$ cat src/rtl/hand_tracker_pkg.sv
// Shared definitions for the hand tracker: screen geometry, FSM encoding and
// the saturating velocity helper.
package hand_tracker_pkg;

    localparam int unsigned MAX_Y = 309;
    localparam int unsigned ROW_W = 9;

    typedef enum logic [2:0] {
        S_IDLE      = 3'd0,
        S_TRIG      = 3'd1,
        S_WAIT_RISE = 3'd2,
        S_MEASURE   = 3'd3,
        S_UPDATE    = 3'd4,
        S_TIMEOUT   = 3'd5
    } state_t;

    // Negative or zero delta (upward or no motion) reports zero speed.
    function automatic logic [7:0] sat_vel(input logic [9:0] delta, input int unsigned shift);
        logic [31:0] wide;
        if (delta[9] || (delta == 10'd0)) begin
            return 8'd0;
        end
        wide = 32'(delta) << shift;
        return (wide > 32'd255) ? 8'hFF : wide[7:0];
    endfunction

endpackage

$ cat src/rtl/hand_tracker_echo_sync.sv
// Two-flop synchronizer for the sensor echo pin with one-cycle rise/fall
// strobes derived from the synchronized level.
module hand_tracker_echo_sync (
    input  logic clk,
    input  logic rst,
    input  logic echo,
    output logic echo_rise,
    output logic echo_fall
);

    logic meta_q, meta_d;
    logic sync_q, sync_d;
    logic prev_q, prev_d;

    always_comb begin
        meta_d = echo;
        sync_d = meta_q;
        prev_d = sync_q;
    end

    always_ff @(posedge clk or negedge rst) begin
        if (!rst) begin
            meta_q <= 1'b0;
            sync_q <= 1'b0;
            prev_q <= 1'b0;
        end else begin
            meta_q <= meta_d;
            sync_q <= sync_d;
            prev_q <= prev_d;
        end
    end

    assign echo_rise = sync_q & ~prev_q;
    assign echo_fall = ~sync_q & prev_q;

endmodule

$ cat src/rtl/hand_tracker.sv
// Ultrasonic hand-position front end: periodic trigger, echo timing, row
// quantisation and downward-speed estimate for the ball physics block.
module hand_tracker
    import hand_tracker_pkg::*;
#(
    parameter int unsigned TRIG_CYCLES    = 120,
    parameter int unsigned PERIOD_CYCLES  = 720000,
    parameter int unsigned TIMEOUT_CYCLES = 360000,
    parameter int unsigned CYC_PER_ROW    = 70,
    parameter int unsigned VEL_SHIFT      = 0
) (
    input  logic             clk,
    input  logic             rst,
    input  logic             echo,
    output logic             trig,
    output logic [ROW_W-1:0] handline,
    output logic [7:0]       hand_velocity,
    output logic             sample_valid,
    output logic             no_hand,
    output state_t           state_dbg
);

    localparam int unsigned PER_W = $clog2(PERIOD_CYCLES + 1);
    localparam int unsigned TO_W  = $clog2(TIMEOUT_CYCLES + 1);
    localparam int unsigned TR_W  = $clog2(TRIG_CYCLES + 1);
    localparam int unsigned PS_W  = $clog2(CYC_PER_ROW + 1);

    // Handshake-free block: sample_valid is a one-cycle strobe; handline,
    // hand_velocity and no_hand are stable whenever sample_valid is low.

    logic echo_rise, echo_fall;

    hand_tracker_echo_sync u_echo_sync (
        .clk       (clk),
        .rst       (rst),
        .echo      (echo),
        .echo_rise (echo_rise),
        .echo_fall (echo_fall)
    );

    state_t           state_q, state_d;
    logic [PER_W-1:0] per_cnt_q, per_cnt_d;
    logic [TR_W-1:0]  trig_cnt_q, trig_cnt_d;
    logic [TO_W-1:0]  to_cnt_q, to_cnt_d;
    logic [PS_W-1:0]  ps_cnt_q, ps_cnt_d;
    logic [ROW_W-1:0] row_q, row_d;
    logic [ROW_W-1:0] handline_q, handline_d;
    logic [7:0]       vel_q, vel_d;
    logic             sv_q, sv_d;
    logic             no_hand_q, no_hand_d;
    logic             prev_valid_q, prev_valid_d;
    logic             trig_q, trig_d;

    logic             tick;
    logic             to_hit;
    logic [9:0]       delta;

    assign tick   = (per_cnt_q == PER_W'(PERIOD_CYCLES - 1));
    assign to_hit = (to_cnt_q == TO_W'(TIMEOUT_CYCLES - 1));
    assign delta  = {1'b0, row_q} - {1'b0, handline_q};

    always_comb begin
        state_d      = state_q;
        per_cnt_d    = tick ? '0 : per_cnt_q + 1'b1;
        trig_cnt_d   = '0;
        to_cnt_d     = '0;
        ps_cnt_d     = '0;
        row_d        = '0;
        handline_d   = handline_q;
        vel_d        = vel_q;
        sv_d         = 1'b0;
        no_hand_d    = no_hand_q;
        prev_valid_d = prev_valid_q;

        unique case (state_q)
            S_IDLE: begin
                if (tick) state_d = S_TRIG;
            end
            S_TRIG: begin
                if (trig_cnt_q == TR_W'(TRIG_CYCLES - 1)) begin
                    state_d = S_WAIT_RISE;
                end else begin
                    trig_cnt_d = trig_cnt_q + 1'b1;
                end
            end
            S_WAIT_RISE: begin
                // Only a fresh rising edge counts, so an echo stuck high times out.
                to_cnt_d = to_cnt_q + 1'b1;
                if (to_hit) begin
                    state_d = S_TIMEOUT;
                end else if (echo_rise) begin
                    state_d = S_MEASURE;
                end
            end
            S_MEASURE: begin
                to_cnt_d = to_cnt_q + 1'b1;
                row_d    = row_q;
                if (ps_cnt_q == PS_W'(CYC_PER_ROW - 1)) begin
                    if (row_q != ROW_W'(MAX_Y)) row_d = row_q + 1'b1;
                end else begin
                    ps_cnt_d = ps_cnt_q + 1'b1;
                end
                if (to_hit) begin
                    state_d = S_TIMEOUT;
                end else if (echo_fall) begin
                    state_d = S_UPDATE;
                end
            end
            S_UPDATE: begin
                handline_d   = row_q;
                vel_d        = prev_valid_q ? sat_vel(delta, VEL_SHIFT) : 8'd0;
                sv_d         = 1'b1;
                no_hand_d    = 1'b0;
                prev_valid_d = 1'b1;
                state_d      = S_IDLE;
            end
            S_TIMEOUT: begin
                handline_d   = '0;
                vel_d        = 8'd0;
                sv_d         = 1'b1;
                no_hand_d    = 1'b1;
                prev_valid_d = 1'b0;
                state_d      = S_IDLE;
            end
            default: state_d = S_IDLE;
        endcase
    end

    // Registered so the pin is glitch-free yet still drops with async reset.
    assign trig_d = (state_d == S_TRIG);

    always_ff @(posedge clk or negedge rst) begin
        if (!rst) begin
            state_q      <= S_IDLE;
            per_cnt_q    <= '0;
            trig_cnt_q   <= '0;
            to_cnt_q     <= '0;
            ps_cnt_q     <= '0;
            row_q        <= '0;
            handline_q   <= '0;
            vel_q        <= 8'd0;
            sv_q         <= 1'b0;
            no_hand_q    <= 1'b1;
            prev_valid_q <= 1'b0;
            trig_q       <= 1'b0;
        end else begin
            state_q      <= state_d;
            per_cnt_q    <= per_cnt_d;
            trig_cnt_q   <= trig_cnt_d;
            to_cnt_q     <= to_cnt_d;
            ps_cnt_q     <= ps_cnt_d;
            row_q        <= row_d;
            handline_q   <= handline_d;
            vel_q        <= vel_d;
            sv_q         <= sv_d;
            no_hand_q    <= no_hand_d;
            prev_valid_q <= prev_valid_d;
            trig_q       <= trig_d;
        end
    end

    assign trig          = trig_q;
    assign handline      = handline_q;
    assign hand_velocity = vel_q;
    assign sample_valid  = sv_q;
    assign no_hand       = no_hand_q;
    assign state_dbg     = state_q;

endmodule

$ cat config.mk
export PLATFORM = sky130hd
export DESIGN_NAME = hand_tracker
export DESIGN_NICKNAME = d
export VERILOG_FILES = /design/src/rtl/hand_tracker_pkg.sv /design/src/rtl/hand_tracker_echo_sync.sv /design/src/rtl/hand_tracker.sv
export SDC_FILE = /design/constraint.sdc
export NUM_CORES = 1
export LEC_CHECK = 0
export CAP_MARGIN = 20
export CORE_ASPECT_RATIO = 1.4
export CORE_MARGIN = 3
export CORE_UTILIZATION = 38
export DETAILED_ROUTE_END_ITERATION = 10
export HOLD_SLACK_MARGIN = 0.15
export SYNTH_ARGS = -nofsm -noshare
export SYNTH_HDL_FRONTEND = slang
export SYNTH_HIERARCHICAL = 1
export SYNTH_SLANG_ARGS = --single-unit
$ cat constraint.sdc
create_clock -name clk -period 2.7 [get_ports clk]
set_clock_uncertainty 0.2 [all_clocks]
set_input_delay 0.27 -clock clk [delete_from_list [all_inputs] [get_ports clk]]
set_output_delay 0.27 -clock clk [all_outputs]
set_load 0.02 [all_outputs]
# Yosys cells after proc, flatten, opt, wreduce, memory -nomap -nowiden
# Index checks and enable logic that the tools add are counted.
# word_totals
regBits,89
inputBits,3
out_inout_bits,23
elab_cells,73
# classes
addsub,6
order_cmp,1
eq_ne,13
mux,27
bitwise,4
reduce_logical,7
# op_table
operator,count
8-bit 2-to-1 mux,4
7-bit 2-to-1 mux,4
9-bit 2-to-1 mux,3
"20-bit by 1-bit adder with 20-bit output, second input constant",1
"20-bit equality test, second input constant",1
20-bit 2-to-1 mux,1
"19-bit by 1-bit adder with 19-bit output, second input constant",1
"19-bit equality test, second input constant",1
19-bit 2-to-1 mux,1
3-bit 2-to-1 mux,6
9-bit one-hot mux with 2 select lines,1
8-bit one-hot mux with 2 select lines,1
"7-bit by 1-bit adder with 7-bit output, second input constant",2
"7-bit equality test, second input constant",2
3-bit one-hot mux with 4 select lines,1
"10-bit by 8-bit greater-than comparator with 1-bit output, second input constant",1
10-bit zero test,1
9-bit by 9-bit subtractor with 10-bit output,1
"9-bit by 1-bit adder with 9-bit output, second input constant",1
"9-bit != test, second input constant",1
"3-bit by 1-bit equality test with 1-bit output, second input constant",2
"3-bit by 2-bit equality test with 1-bit output, second input constant",2
"3-bit equality test, second input constant",2
"2-bit != test, second input constant",2
9 further kinds,15

# Logic depth before layout (Yosys ltp)
# logic_depth
word_depth,8
depth_mapped,8
depth_no_buf,8

# Hierarchy
# Netlist, hierarchy kept.
# by_module_without_submodules
module,n_inst,cells_each,area_per_inst_um2,seq_area_each_um2
hand_tracker,1,451,4335.4,2153.3
hand_tracker_echo_sync,1,5,90.1,75.1

# Least setup slack after synthesis
# OpenSTA, ideal clock, no wires.
# synth_path
kind,register to register
from,"reg handline_q[2], in the netlist handline[2]"
to,"reg vel_q[7], in the netlist hand_velocity[7]"
setup_ps,87
arrival_time_ps,2084
required_time_ps,2413
path_slack_ps,329
stages_incl_launch_ff,8
n_path_buf,0
period_less_slack_ps,2371
path_cell_list,dfrtp_1 > inv_1 > ha_1 > nor2b_1 > o31a_1 > o31ai_1 > o22ai_1 > o211ai_1
# synth_between
elab_chain_cells,8
word_cells_on_any_way,10
cone_classes,add/sub (1); order compare (1); mux (6); reduce/logical (2)
# synth_rtl
element,line,text
start: declaration,hand_tracker.sv:47,"logic [ROW_W-1:0] handline_q, handline_d;"
start signal: assignment,hand_tracker.sv:153,handline_q <= handline_d;
9-bit by 9-bit subtractor with 10-bit output *,hand_tracker.sv:60,"assign delta = {1'b0, row_q} - {1'b0, handline_q};"
branches (longest 4 deep; another with 10-bit by 8-bit greater-than comparator with 1-bit output),-,
8-bit 2-to-1 mux *,hand_tracker_pkg.sv:23,wide = 32'(delta) << shift;
8-bit 2-to-1 mux *,hand_tracker.sv:111,"vel_d = prev_valid_q ? sat_vel(delta, VEL_SHIFT) : 8'd0;"
8-bit one-hot mux with 2 select lines *,hand_tracker.sv:75,unique case (state_q)
end signal: assignment,hand_tracker.sv:154,vel_q <= vel_d;
end: declaration,hand_tracker.sv:48,"logic [7:0] vel_q, vel_d;"
# Mark *: on every way between the ends. The select of a mux whose other input is x is not followed.
# A chain may end at the register's enable or synchronous reset.

# Worst setup path in the final report
# layout_path
from,reg per_cnt_q[7]
to,"reg state_q[0], in the netlist state_dbg[0]"
# layout_between
elab_chain_cells,3
# layout_rtl
element,line,text
start: declaration,hand_tracker.sv:42,"logic [PER_W-1:0] per_cnt_q, per_cnt_d;"
start signal: assignment,hand_tracker.sv:148,per_cnt_q <= per_cnt_d;
20-bit equality test,hand_tracker.sv:58,assign tick = (per_cnt_q == PER_W'(PERIOD_CYCLES - 1));
3-bit 2-to-1 mux,hand_tracker.sv:77,if (tick) state_d = S_TRIG;
3-bit one-hot mux with 4 select lines,hand_tracker.sv:75,
net state_d[0],hand_tracker.sv:41,"state_t state_q, state_d;"
end signal: assignment,hand_tracker.sv:147,state_q <= state_d;
end: declaration,hand_tracker.sv:41,
# The timed path passes the listed nets, and every way through them passes these cells.

==> results_dict.tcl <==
set metrics [dict create \
    post-route-period-util 0.940 \
    relSlewSlack 0.559 \
    ys_warn_count 6 \
    h-tree-depth 3 \
    slew_viol_final 0 \
    rsz0062_at_grt "no" \
    fin_setup_tns_ps 0 \
    crit_chain "or4b_1 -> or4_4 -> nor3_4 -> mux2i_1 -> a211oi_2" \
    fin_nets 511 \
    drt_pre_antenna_iters 6 \
    drcViolationCount 0 \
    cts.sinks 89 \
    hold_viol_final 0 \
    arrival_ps 2600 \
    post_cts_buffers 0 \
    cts_tree "done" \
    irDropWorstVdd_mv 0.268 \
    worst_slew_pin_slew_ps 655 \
    synth_common_cells "88 x dfrtp_1, 55 x nor2_1, 52 x nand2_1, 29 x o21ai_0, 26 x xnor2_1" \
    insertion_delay_ps 340 \
    io_pins 26 \
    numCtsBuffers 9 \
    ys.flop_type "dfrtp_1" \
    drive_above_1_share 0.0665 \
    critPathSlowestCell "or4b_1" \
    wl_per_cell_um 13.5 \
    initial_core_util 0.390 \
    hp-class "register to register" \
    drt-initial-drc-count 80 \
    setup_viol 0 \
    status "completed" \
    synth_edf_count 0 \
    yosysTopAreaCell "dfrtp_1" \
    place_congestion 0.808 \
    core_area_um2 11300 \
    die_area_um2 13000 \
    grtUsageTotal 0.143 \
    clkTransAtPathRegs_ps 70 \
    die_y_um 134 \
    cap_violations 0 \
    first_global_vias 3376 \
    synth_seq_cells 89 \
    yosysTopAreaCellShare 0.498 \
    crit_fanout 8 \
    wl_mm 8.65 \
    pwr-share-clk 0.504 \
    placedCellCount 623 \
    pwr-share-comb 0.012 \
    syn_area_um2 4430 \
    grt_pass1_wl_mm 15.3 \
    viasPerCell 5.15 \
    dieWidth_um 97.2 \
    cts_root_buf "clkbuf_16" \
    grt.overflow.total 0 \
    ys_seq_area_frac 0.504 \
    rows 46 \
    start_kind "register" \
    fin_cells 640 \
    synthDistinctLibCells 48 \
    cp.required_ps 2760 \
    vias 3298 \
    portBuffers 25 \
    worst_setup_path_end_kind "register" \
    area_growth_pct 18.3 \
    synth_area_leaders "dfrtp_1 50%, xnor2_1 5.1%, nor2_1 4.7%" \
    slowest_delay_ps 530 \
    avgSynthCellArea_um2 9.71 \
    dp_hpwl_mm 6.21 \
    clockBufferDepth 2 \
    whs_ps 160 \
    leakagePower_nw 2.19 \
    switching_share 0.205 \
    synth_most_common_cell "dfrtp_1" \
    async_flop_share 1.00 \
    antenna_found_initial 0 \
    ant_nets 0 \
    pwr_density_cell_nw_per_um2 527 \
    syn-num-nets 476 \
    antennaDiodeCount 0 \
    grt_max_degree 50 \
    seqPwrFrac 0.484 \
    fin_crit_ps 2540 \
    power_report.internal_total_mw 2.19 \
    synth_cells 456 \
    max_freq_mhz 394 \
    criticalPathCategory "register to register" \
    p_sw_uw 566 \
]
## path summary, 6_finish.rpt
| check | from | endpoint | slack [ps] | cells after the start |
|---|---|---|---|---|
| setup reg to reg | per_cnt_q[7] | state_dbg[0] | 160 | 5 |
| min in group asynchronous | rst | trig_cnt_q[4] | 280 | 2 |
| hold reg to reg | u_echo_sync/meta_q | u_echo_sync/prev_d | 160 | 0 |
| max in group asynchronous | rst | per_cnt_q[12] | 1380 | 3 |
| setup / recovery | per_cnt_q[7] | state_dbg[0] | 160 | 5 |
| hold / removal | u_echo_sync/meta_q | u_echo_sync/prev_d | 160 | 0 |
## cell usage in the layout, fill, tap and decap left out, types with 12 or more instances in the layout
| cell type | netlist | layout |
|---|---|---|
| inv_1 | 19 | 19 |
| a21oi_1 | 12 | 12 |
| nand3_1 | 25 | 25 |
| xor2_1 | 21 | 21 |
| nor2_1 | 55 | 55 |
| ha_1 | 16 | 16 |
| o21ai_0 | 29 | 29 |
| xnor2_1 | 26 | 26 |
| nand2_1 | 52 | 52 |
| clkdlybuf4s50_1 | 0 | 24 |
| dfrtp_1 | 88 | 88 |
## layout make-up
| class | instances | area [µm²] |
|---|---|---|
| clock buffer | 10 | 239 |
| clock inverter | 6 | 97.6 |
| fill | 1074 | 6100 |
| inverter | 19 | 71.3 |
| multi-input combinational | 339 | 2100 |
| sequential | 89 | 2230 |
| tap | 144 | 180 |
| timing repair buffer | 33 | 323 |
## state kept, by name (all words and copies together), names as in the netlist
| name | cells |
|---|---|
| u_echo_sync/prev_q | 1 |
| state_dbg | 3 |
| trig_cnt_q | 7 |
| u_echo_sync/meta_q | 1 |
| trig | 1 |
| handline | 9 |
| prev_valid_q | 1 |
| to_cnt_q | 19 |
| no_hand | 1 |
| u_echo_sync/prev_d | 1 |
| hand_velocity | 8 |
| sample_valid | 1 |
| per_cnt_q | 20 |
| ps_cnt_q | 7 |
| row_q | 9 |
## logic make-up (layout without fill, tap and decap cells)
| kind of cell | after synthesis | in the layout | synth area share |
|---|---|---|---|
| AO/OA/AOI/OAI | 68 | 68 | 0.0941 |
| XOR/XNOR | 47 | 47 | 0.0930 |
| adder cells (fa/ha/maj) | 17 | 17 | 0.0498 |
| buffers and inverters | 28 | 68 | 0.0240 |
| flip-flops | 89 | 89 | 0.504 |
| multiplexers | 1 | 1 | 0.00226 |
| AND/OR/NAND/NOR | 206 | 206 | 0.233 |
## layer usage
| layer | wire, µm | vias to the layer above | track usage |
|---|---|---|---|
| met5 | 0 | - | 0 |
| met1 | 3740 | 1587 | 0.166 |
| met3 | 263 | 18 | 0.0330 |
| li1 | - | 1649 | - |
| met2 | 4440 | 44 | 0.249 |
| met4 | 215 | 0 | 0.0671 |
## through the flow
stage | setup slack [ps] | utilization | power (mW) | area, µm²
floorplan | 329 | - | 1.36 | 4430
global placement | 131 | 0.431 | 1.40 | 4880
detailed placement | 51.2 | 0.431 | 1.40 | 4880
CTS | 40.0 | 0.461 | 2.81 | 5230
global route | 23.3 | 0.462 | 2.86 | 5240
finish | 162 | 0.462 | 2.76 | 5240
## worst max-delay path: cells and delay by family (launching register included)
kind	cells	cell delay (ps)
AOI/OAI and AO/OA	1	240
and+or+nand+nor	3	1430
muxes	1	180
DFF	1	420
## power by group through the flow
stage	clock network [mW]	logic (mW)	registers [mW]
detailed placement	0	0.0356	1.36
global placement	0	0.0348	1.36
finish	1.39	0.0333	1.34
global route	1.48	0.0403	1.34
CTS	1.44	0.0367	1.34
floorplan	0	0.00158	1.36
## what timing repair did
action | in CTS | in global routing
endpoints found under the setup margin | 0 | 8
hold buffers | 1 | 0
hold endpoints to repair | 47 | 0
resized for setup | 0 | 1
Power figures use the tool's default switching activity.
